===== src/rtl/uart_pkg.sv =====
// Shared types, constants and parity helper for the 16550-style UART transmit path.
package uart_pkg;

    typedef enum logic [2:0] {IDLE, START, DATA, PARITY, STOP} tx_state_t;

    localparam logic [1:0] WLS_5 = 2'b00;
    localparam logic [1:0] WLS_6 = 2'b01;
    localparam logic [1:0] WLS_7 = 2'b10;
    localparam logic [1:0] WLS_8 = 2'b11;

    localparam int unsigned STOP_TICKS_1   = 16;
    localparam int unsigned STOP_TICKS_1P5 = 24;
    localparam int unsigned STOP_TICKS_2   = 32;

    // Parity over only the bits that will actually be shifted out.
    function automatic logic tx_parity(input logic [7:0] data, input logic [1:0] wls,
                                       input logic eps, input logic sticky);
        logic [7:0] mask;
        case (wls)
            WLS_5:   mask = 8'h1F;
            WLS_6:   mask = 8'h3F;
            WLS_7:   mask = 8'h7F;
            default: mask = 8'hFF;
        endcase
        if (sticky) begin
            return ~eps;
        end
        return eps ? ^(data & mask) : ~^(data & mask);
    endfunction

endpackage


===== src/rtl/uart_tx_bit_timer.sv =====
// Counts baud ticks and flags the tick that completes a bit period of target_m1+1 ticks.
module uart_tx_bit_timer (
    input  logic       clk,
    input  logic       rst,
    input  logic       tick,
    input  logic       clear,
    input  logic [4:0] target_m1,
    output logic       bit_done
);

    logic [4:0] cnt_q, cnt_d;

    assign bit_done = tick && !clear && (cnt_q == target_m1);

    always_comb begin
        cnt_d = cnt_q;
        if (clear) begin
            cnt_d = '0;
        end else if (tick) begin
            cnt_d = bit_done ? 5'd0 : cnt_q + 5'd1;
        end
    end

    always_ff @(posedge clk or negedge rst) begin
        if (!rst) begin
            cnt_q <= '0;
        end else begin
            cnt_q <= cnt_d;
        end
    end

endmodule


===== src/rtl/uart_tx_serializer.sv =====
// UART transmit serializer: pops bytes from the TX FIFO and frames them onto tx.
// Optional UART_TX_LOOPBACK_EN adds loop/loop_tx for internal loopback.
module uart_tx_serializer
    import uart_pkg::*;
#(
    parameter int unsigned OVERSAMPLE = 16
) (
    input  logic       clk,
    input  logic       rst,
    input  logic       baud_pulse,
    input  logic [1:0] wls,
    input  logic       stb,
    input  logic       pen,
    input  logic       eps,
    input  logic       sticky_parity,
    input  logic       bc,
    input  logic       fifo_empty,
    input  logic [7:0] din,
`ifdef UART_TX_LOOPBACK_EN
    input  logic       loop,
    output logic       loop_tx,
`endif
    output logic       pop,
    output logic       tx,
    output logic       sreg_empty
);

    localparam logic [4:0] BIT_TICKS_M1 = 5'(OVERSAMPLE - 1);

    tx_state_t  state_q, state_d;
    logic [7:0] shift_q, shift_d;
    logic [2:0] bit_cnt_q, bit_cnt_d;
    logic [1:0] wls_f_q, wls_f_d;
    logic       stb_f_q, stb_f_d;
    logic       pen_f_q, pen_f_d;
    logic       par_f_q, par_f_d;
    logic       sreg_empty_q, sreg_empty_d;
    logic       tx_q, tx_d;
    logic       line;
    logic       load;
    logic       bit_done;
    logic [4:0] target_m1;

    always_comb begin
        target_m1 = BIT_TICKS_M1;
        if (state_q == STOP) begin
            if (!stb_f_q) begin
                target_m1 = 5'(STOP_TICKS_1 - 1);
            end else if (wls_f_q == WLS_5) begin
                target_m1 = 5'(STOP_TICKS_1P5 - 1);
            end else begin
                target_m1 = 5'(STOP_TICKS_2 - 1);
            end
        end
    end

    uart_tx_bit_timer u_bit_timer (
        .clk       (clk),
        .rst       (rst),
        .tick      (baud_pulse),
        .clear     (state_q == IDLE),
        .target_m1 (target_m1),
        .bit_done  (bit_done)
    );

    // A new byte is taken from idle, or on the final stop tick for back-to-back frames.
    assign load = baud_pulse && !fifo_empty &&
                  ((state_q == IDLE) || ((state_q == STOP) && bit_done));
    assign pop  = load && rst;

    always_comb begin
        state_d      = state_q;
        shift_d      = shift_q;
        bit_cnt_d    = bit_cnt_q;
        wls_f_d      = wls_f_q;
        stb_f_d      = stb_f_q;
        pen_f_d      = pen_f_q;
        par_f_d      = par_f_q;
        sreg_empty_d = sreg_empty_q;
        if (load) begin
            state_d      = START;
            shift_d      = din;
            bit_cnt_d    = '0;
            wls_f_d      = wls;
            stb_f_d      = stb;
            pen_f_d      = pen;
            par_f_d      = tx_parity(din, wls, eps, sticky_parity);
            sreg_empty_d = 1'b0;
        end else if (bit_done) begin
            case (state_q)
                START: state_d = DATA;
                DATA: begin
                    if (bit_cnt_q == ({1'b0, wls_f_q} + 3'd4)) begin
                        state_d = pen_f_q ? PARITY : STOP;
                    end else begin
                        shift_d   = shift_q >> 1;
                        bit_cnt_d = bit_cnt_q + 3'd1;
                    end
                end
                PARITY: state_d = STOP;
                STOP: begin
                    state_d      = IDLE;
                    sreg_empty_d = 1'b1;
                end
                default: state_d = IDLE;
            endcase
        end
    end

    // Line level follows the next state so tx lines up with state_q after the edge.
    always_comb begin
        case (state_d)
            START:   line = 1'b0;
            DATA:    line = shift_d[0];
            PARITY:  line = par_f_d;
            default: line = 1'b1;
        endcase
        tx_d = bc ? 1'b0 : line;
    end

    always_ff @(posedge clk or negedge rst) begin
        if (!rst) begin
            state_q      <= IDLE;
            shift_q      <= '0;
            bit_cnt_q    <= '0;
            wls_f_q      <= WLS_5;
            stb_f_q      <= 1'b0;
            pen_f_q      <= 1'b0;
            par_f_q      <= 1'b0;
            sreg_empty_q <= 1'b1;
            tx_q         <= 1'b1;
        end else begin
            state_q      <= state_d;
            shift_q      <= shift_d;
            bit_cnt_q    <= bit_cnt_d;
            wls_f_q      <= wls_f_d;
            stb_f_q      <= stb_f_d;
            pen_f_q      <= pen_f_d;
            par_f_q      <= par_f_d;
            sreg_empty_q <= sreg_empty_d;
            tx_q         <= tx_d;
        end
    end

    assign sreg_empty = sreg_empty_q;

`ifdef UART_TX_LOOPBACK_EN
    assign tx      = loop ? 1'b1 : tx_q;
    assign loop_tx = loop ? tx_q : 1'b1;
`else
    assign tx = tx_q;
`endif

endmodule


===== config.mk =====
export PLATFORM = sky130hd
export DESIGN_NAME = uart_tx_serializer
export DESIGN_NICKNAME = d
export VERILOG_FILES = /design/src/rtl/uart_pkg.sv /design/src/rtl/uart_tx_bit_timer.sv /design/src/rtl/uart_tx_serializer.sv
export SDC_FILE = /design/constraint.sdc
export NUM_CORES = 1
export LEC_CHECK = 0
export CAP_MARGIN = 30
export CORE_MARGIN = 2
export CORE_UTILIZATION = 33
export DETAILED_ROUTE_END_ITERATION = 8
export MAX_ROUTING_LAYER = met4
export PLACE_DENSITY = 0.6
export SLEW_MARGIN = 20
export SYNTH_ARGS = -nofsm -noshare
export SYNTH_HDL_FRONTEND = slang
export SYNTH_SLANG_ARGS = --single-unit

===== constraint.sdc =====
create_clock -name clk -period 3.2 [get_ports clk]
set_input_delay 0.48 -clock clk [delete_from_list [all_inputs] [get_ports clk]]
set_output_delay 0.48 -clock clk [all_outputs]
set_load 0.01 [all_outputs]

==> impl_metrics.ini <==
[global_routing]
grt_use_met1_pct = 18.1
grt_first_pass_wirelength_mm = 5.46
first_global_vias = 1182
top_usage_layer = met2
grt_max_degree = 27
grt_remaining_overflow = 0
antenna_found_initial = 0
grtUsageMet3_pct = 1.71
gr-usage-met2_pct = 22.7
grtUsageTotal_pct = 13.8

[setup_path]
reg2reg_depth = 8
cp-end-kind = output port
required_ps = 2720
arrival_ps = 2440
reg2reg_to = tx
criticalPathCategory = reg -> out
rrSetupSlack_ps = 510
cp-start-kind = register
cp_max_fo = 10
crit_start = state_q[2]
reg2reg_from = state_q[2]
crit_end = pop

[clock_network]
clock_path_buffers = 2
clkLatencyLatePin_ps = 270
cts_setup_buffers = 0
clkTransAtPathRegs_ps = 90
cts.sinks = 26
clock-root-buffer = clkbuf_8
htree_levels = 1
cts_tree = done
cts_hold_buffers = 0
postCtsResizedCells = 0
cts_inserted_buffers = 3

[power]
peakVddDrop_uv = 260
p_int_uw = 732
clkPwrFrac_pct = 25.3
powerDensity_mw_per_mm2 = 591
netSwitchingFraction_pct = 31.6
p_leak_uw = 0.000760
p_comb_share_pct = 26.9
seqPwrFrac_pct = 47.7
finalPower_uw = 1070
power.net_switching_uw = 338

[timing]
fin_setup_tns_ps = 0
setup_viol = 0
relSlewSlack_pct = 66.3
hold_viol_final = 0
worst_slew_pin_slew_ps = 497
finalHoldWorstSlack_ps = 489
fmax_mhz = 343
period_share_pct = 91.2
rsz0062_at_grt = false
layout_min_cycle_time_ps = 2920
finalMaxSlewViolations = 0
skew_ps = 1.18

[floorplan]
start_util_pct = 33.9
die-area_mm2 = 0.00499
core_mm2 = 0.00432
io_pins = 22
placementRows = 24
dieHeight_um = 70.6
die_x_um = 70.6

[routing]
drtPass1Iterations = 4
drt_iter0_markers = 41
wire_per_inst_um = 14.3
vias = 1139
drc_errors = 0
postRouteWirelength_mm = 3.03
vias_per_cell = 5.37
ant_nets = 0

[status]
outcome = completed

[job]
cap_violations = 0

[synthesis]
async_flop_share_pct = 100
synth_warnings = 0
synth_area_mm2 = 0.00147
synth_seq_cells = 26
synth_flop_cell = dfrtp_1
syn_inst = 135
yosysUniqueCellTypes = 50
synth_nets = 156
syn_area_per_cell_um2 = 10.9
synth_edf_count = 0
ys_seq_area_share_pct = 44.6

[placement]
dp_hpwl_mm = 2.30
dp.cells = 208
port-buffer-count = 21
gp_congestion = 0.827

[finish]
mostFrequentLayoutCells = dfrtp_1, clkdlybuf4s50_1, nand2_1
diodes = 0
synthToLayoutAreaGrowth_pct = 23.7
final_cells = 212
fin_nets = 182
final_util_pct = 41.9
layout-drive-gt1-share_pct = 14.4
layout_commonest_cell = dfrtp_1

[worst_hold_path]
hold_depth = 2
hp-class = reg -> reg
-- worst max-delay path, cell delays in order, from the launching register on --
cell and delay [ps]:
dfrtp_1 590, nand4bb_4 200, o31a_1 300, o2111ai_2 320, a21oi_2 110, and2_1 180
clkdlybuf4s50_1 470
-- flip-flops by register name (all words and copies together), names as in the netlist, 2 cells and up --
register	cells
state_q	3
wls_f_q	2
u_bit_timer.cnt_q	5
bit_cnt_q	3
shift_q	8
-- metrics by stage --
stage | setup slack, ps | cell area (µm²)
floorplan | 724 | 1470
global placement | 615 | 1740
detailed placement | 549 | 1740
CTS | 277 | 1810
global route | 177 | 1810
finish | 281 | 1810
-- per-layer routing --
layer / wire, µm / vias to the layer above / part of all wire [%]
met4: 34 / 0 / 1.1
met1: 1400 / 569 / 46
li1: - / 541 / -
met3: 82 / 4 / 2.7
met5: 0 / - / 0
met2: 1510 / 25 / 50
-- worst min path at each step --
stage	to	startpoint	slack [ps]
detailed placement	shift_q[4]	shift_q[4]	460
global route	shift_q[1]	shift_q[1]	520
global placement	shift_q[3]	shift_q[3]	460
CTS	shift_q[4]	shift_q[4]	490
floorplan	bit_cnt_q[0]	rst	180
finish	shift_q[1]	shift_q[1]	490
-- cell type report --
cell class / count / area (µm²)
multi-input combinational: 103 / 778
inverter: 3 / 11.3
tap: 52 / 65.1
fill: 426 / 2510
clock inverter: 1 / 30.0
sequential: 26 / 653
clock buffer: 3 / 41.3
timing repair buffer: 24 / 233
-- synth_stat cells, types with 2 or more instances --
cell / instances / share of area, %
nor2_1: 9 / 2.3
xor2_1: 2 / 1.2
nand3_1: 4 / 1.4
mux2_2: 5 / 3.8
a21oi_2: 2 / 1.2
inv_1: 3 / 0.77
ha_1: 2 / 1.7
dfrtp_1: 24 / 41
a31oi_1: 2 / 0.85
o21ai_0: 6 / 2.0
and3_1: 3 / 1.3
nand2_1: 20 / 5.1
nor4_1: 2 / 0.85
a22oi_1: 6 / 3.1
xnor2_1: 8 / 4.8
o31ai_1: 2 / 1.0
dfstp_2: 2 / 3.6
-- cell families (layout without fill, tap and decap cells) --
| family | after synthesis | in the layout | synth area share, % |
|---|---|---|---|
| AOI/OAI and AO/OA | 32 | 32 | 18.0 |
| xor gates and xnor gates | 12 | 12 | 8.63 |
| adders and majority gates | 2 | 2 | 1.71 |
| buffers and inverters | 6 | 31 | 2.31 |
| DFF | 26 | 26 | 44.6 |
| muxes | 6 | 6 | 4.53 |
| and+or+nand+nor | 51 | 51 | 20.2 |
-- power by group through the flow --
stage | sequential, µW | combinational, µW | clock, µW
after CTS | 510 | 291 | 285
after global placement | 513 | 280 | 0
after floorplan | 481 | 234 | 0
final | 511 | 288 | 271
after global routing | 525 | 322 | 300
after detailed placement | 517 | 290 | 0
(Power assumes the default switching activity.)
==> RTL edit, RTL diff (config.mk and constraints unchanged) <==
The 5 states of `tx_state_t` get a one-hot encoding in 5 bits.
--- a/src/rtl/uart_pkg.sv
+++ b/src/rtl/uart_pkg.sv
@@ -2,5 +2,5 @@
 package uart_pkg;
 
-    typedef enum logic [2:0] {IDLE, START, DATA, PARITY, STOP} tx_state_t;
+    typedef enum logic [4:0] {IDLE = 5'b00001, START = 5'b00010, DATA = 5'b00100, PARITY = 5'b01000, STOP = 5'b10000} tx_state_t;
 
     localparam logic [1:0] WLS_5 = 2'b00;
Function: same outputs for any inputs over 10 cycles, from zero or initial values and one cycle with rst low; not proved beyond that.
==> RTL edit against the unedited design <==
  * Critical path type unchanged
  * Synthesized cell count up 16%
  * Worst setup slack better by 26 ps
  * Global-route usage down 0.26 points
  * Sequential cell count up 2
  * Power up 14%
  * Sequential share of layout area up 0.72 points
  * Hold slack worse by 2.2 ps
  * Clock power down 28%
  * Routed wire length up 10%
  * Core utilization down 0.80 points
  * Design area up 5.7%
  * Non-clock buffer count up 4
  * Area after synthesis up 7.4%
==> RTL edit: results (changes against the unedited design) <==
[synthesis]
synth-xor-area-share_pct = 7.79  ; was 8.63%
netlist_top_cells_area = dfrtp_1 40%, nand2_1 5.5%, dfstp_2 5.0%, xnor2_1 5.0%, nor2_1 4.8%  ; was dfrtp_1 41%, nand2_1 5.1%, xnor2_1 4.8%, mux2_2 3.8%, dfstp_2 3.6%
synth.distinct_cells = 45  ; was 50
syn_nets = 178  ; was 156
synth_common_cells = 25 x dfrtp_1, 23 x nand2_1, 20 x nor2_1, 9 x xnor2_1, 7 x o21ai_0  ; was 24 x dfrtp_1, 20 x nand2_1, 9 x nor2_1, 8 x xnor2_1
synthAdderAreaFrac_pct = 1.59  ; was 1.71%
synth_compound_area_share_pct = 16.9  ; was 18.0%
synth-seq-area-share_pct = 44.8  ; was 44.6%

[placement]
dp_slack_ps = 232  ; was 549 ps
placed_cell_area_mm2 = 0.00184  ; was 0.00174 mm^2
dp_cells = 228  ; was 208
gp_congestion = 0.824  ; was 0.827
hpwl_um = 2490  ; was 2300 um
io_buffers = 21  ; unchanged

[sta]
max_clock_freq_ghz = 0.346  ; was 0.343 GHz
whs_ps = 487  ; was 489 ps
skew_ps = 1.54  ; was 1.18 ps
relSlewSlack_pct = 55.0  ; was 66.3%

[clock_network]
cts_buffer_depth = 2  ; unchanged

[layout]
nFillCells = 447  ; was 426
drive_gt1_share_pct = 16.5  ; was 14.4%
nets = 204  ; was 182
largest_registers = shift_q: 8 flops, state_q: 5 flops, u_bit_timer.cnt_q: 5 flops  ; was shift_q: 8 flops, u_bit_timer.cnt_q: 5 flops
fin_cells = 236  ; was 212

[worst_setup_path]
max_stage_delay_ps = 560  ; was 590 ps
critical-path-top-delay-family = simple AND/OR/NAND/NOR gates  ; was compound AO/OA/AOI/OAI gates
startpoint = u_bit_timer.cnt_q[3]$_DFFE_PN0P_  ; was state_q[2]$_DFF_PN0_
arrival_ps = 2410  ; was 2440 ps
crit_path_top_delay_cell = or4b_4  ; was dfrtp_1
reg2reg_slack_ps = 460  ; was 510 ps
worst-path-max-fanout = 3  ; was 10

[worst_hold_path]
hp-start = shift_q[3]$_DFFE_PN0P_  ; was shift_q[1]$_DFFE_PN0P_
hold_end = shift_q[3]$_DFFE_PN0P_  ; was shift_q[1]$_DFFE_PN0P_

[grt]
grt_use_met3_pct = 1.93  ; was 1.71%
grt_usage_pct = 13.5  ; was 13.8%
grt_pass1_wl_um = 5550  ; was 5460 um
grt_max_degree = 29  ; was 27
met2_usage_pct = 23.5  ; was 22.7%
gr-usage-met1_pct = 16.4  ; was 18.1%

[detailed_routing]
wl_met3_um = 140  ; was 82 um
dr_wl_met2_um = 1660  ; was 1510 um
wire_per_inst_um = 14.1  ; was 14.3 um
drt_iter0_markers = 64  ; was 41
num_vias = 1255  ; was 1139
wl_met1_um = 1510  ; was 1400 um

[power]
power.internal_uw = 801  ; was 732 uW
vdd_drop_max_mv = 0.241  ; was 0.260 mV
leakage_nw = 0.850  ; was 0.760 nW

[status]
status = complete, no violations  ; unchanged

-- RTL edit: final cells by class --
cell class	count	area [um^2]	area share, %
Multi-Input combinational cell	120	826	43.1
Sequential cell	28	704	36.8
Timing Repair Buffer	28	265	13.8
Tap cell	54	67.6	3.53
Clock buffer	4	45.0	2.35
Inverter	2	7.51	0.392
-- RTL edit: power by group through the flow --
stage               Clock (mW)  Combinational (mW)  Sequential [mW]
floorplan                    0               0.313            0.561
global placement             0               0.373            0.597
detailed placement           0               0.386            0.609
CTS                      0.203               0.415            0.591
global route             0.218               0.487            0.611
finish                   0.196               0.429            0.594
-- RTL edit: timing repair --
action / 4_1_cts / 5_1_grt
pin swaps: 0 / 2
buffers inserted: 2 / 2
setup endpoints to repair: 1 / 1
gates resized for setup: 1 / 1
-- RTL edit: worst register-to-register path: stages, from the launching register on --
cell and delay [ps]:
dfrtp_1 410, or4b_4 560, a2111oi_4 330, nor2_2 120, o41ai_4 410, buf_4 340
a21o_1 160, nor4_2 60, a221oi_2 280
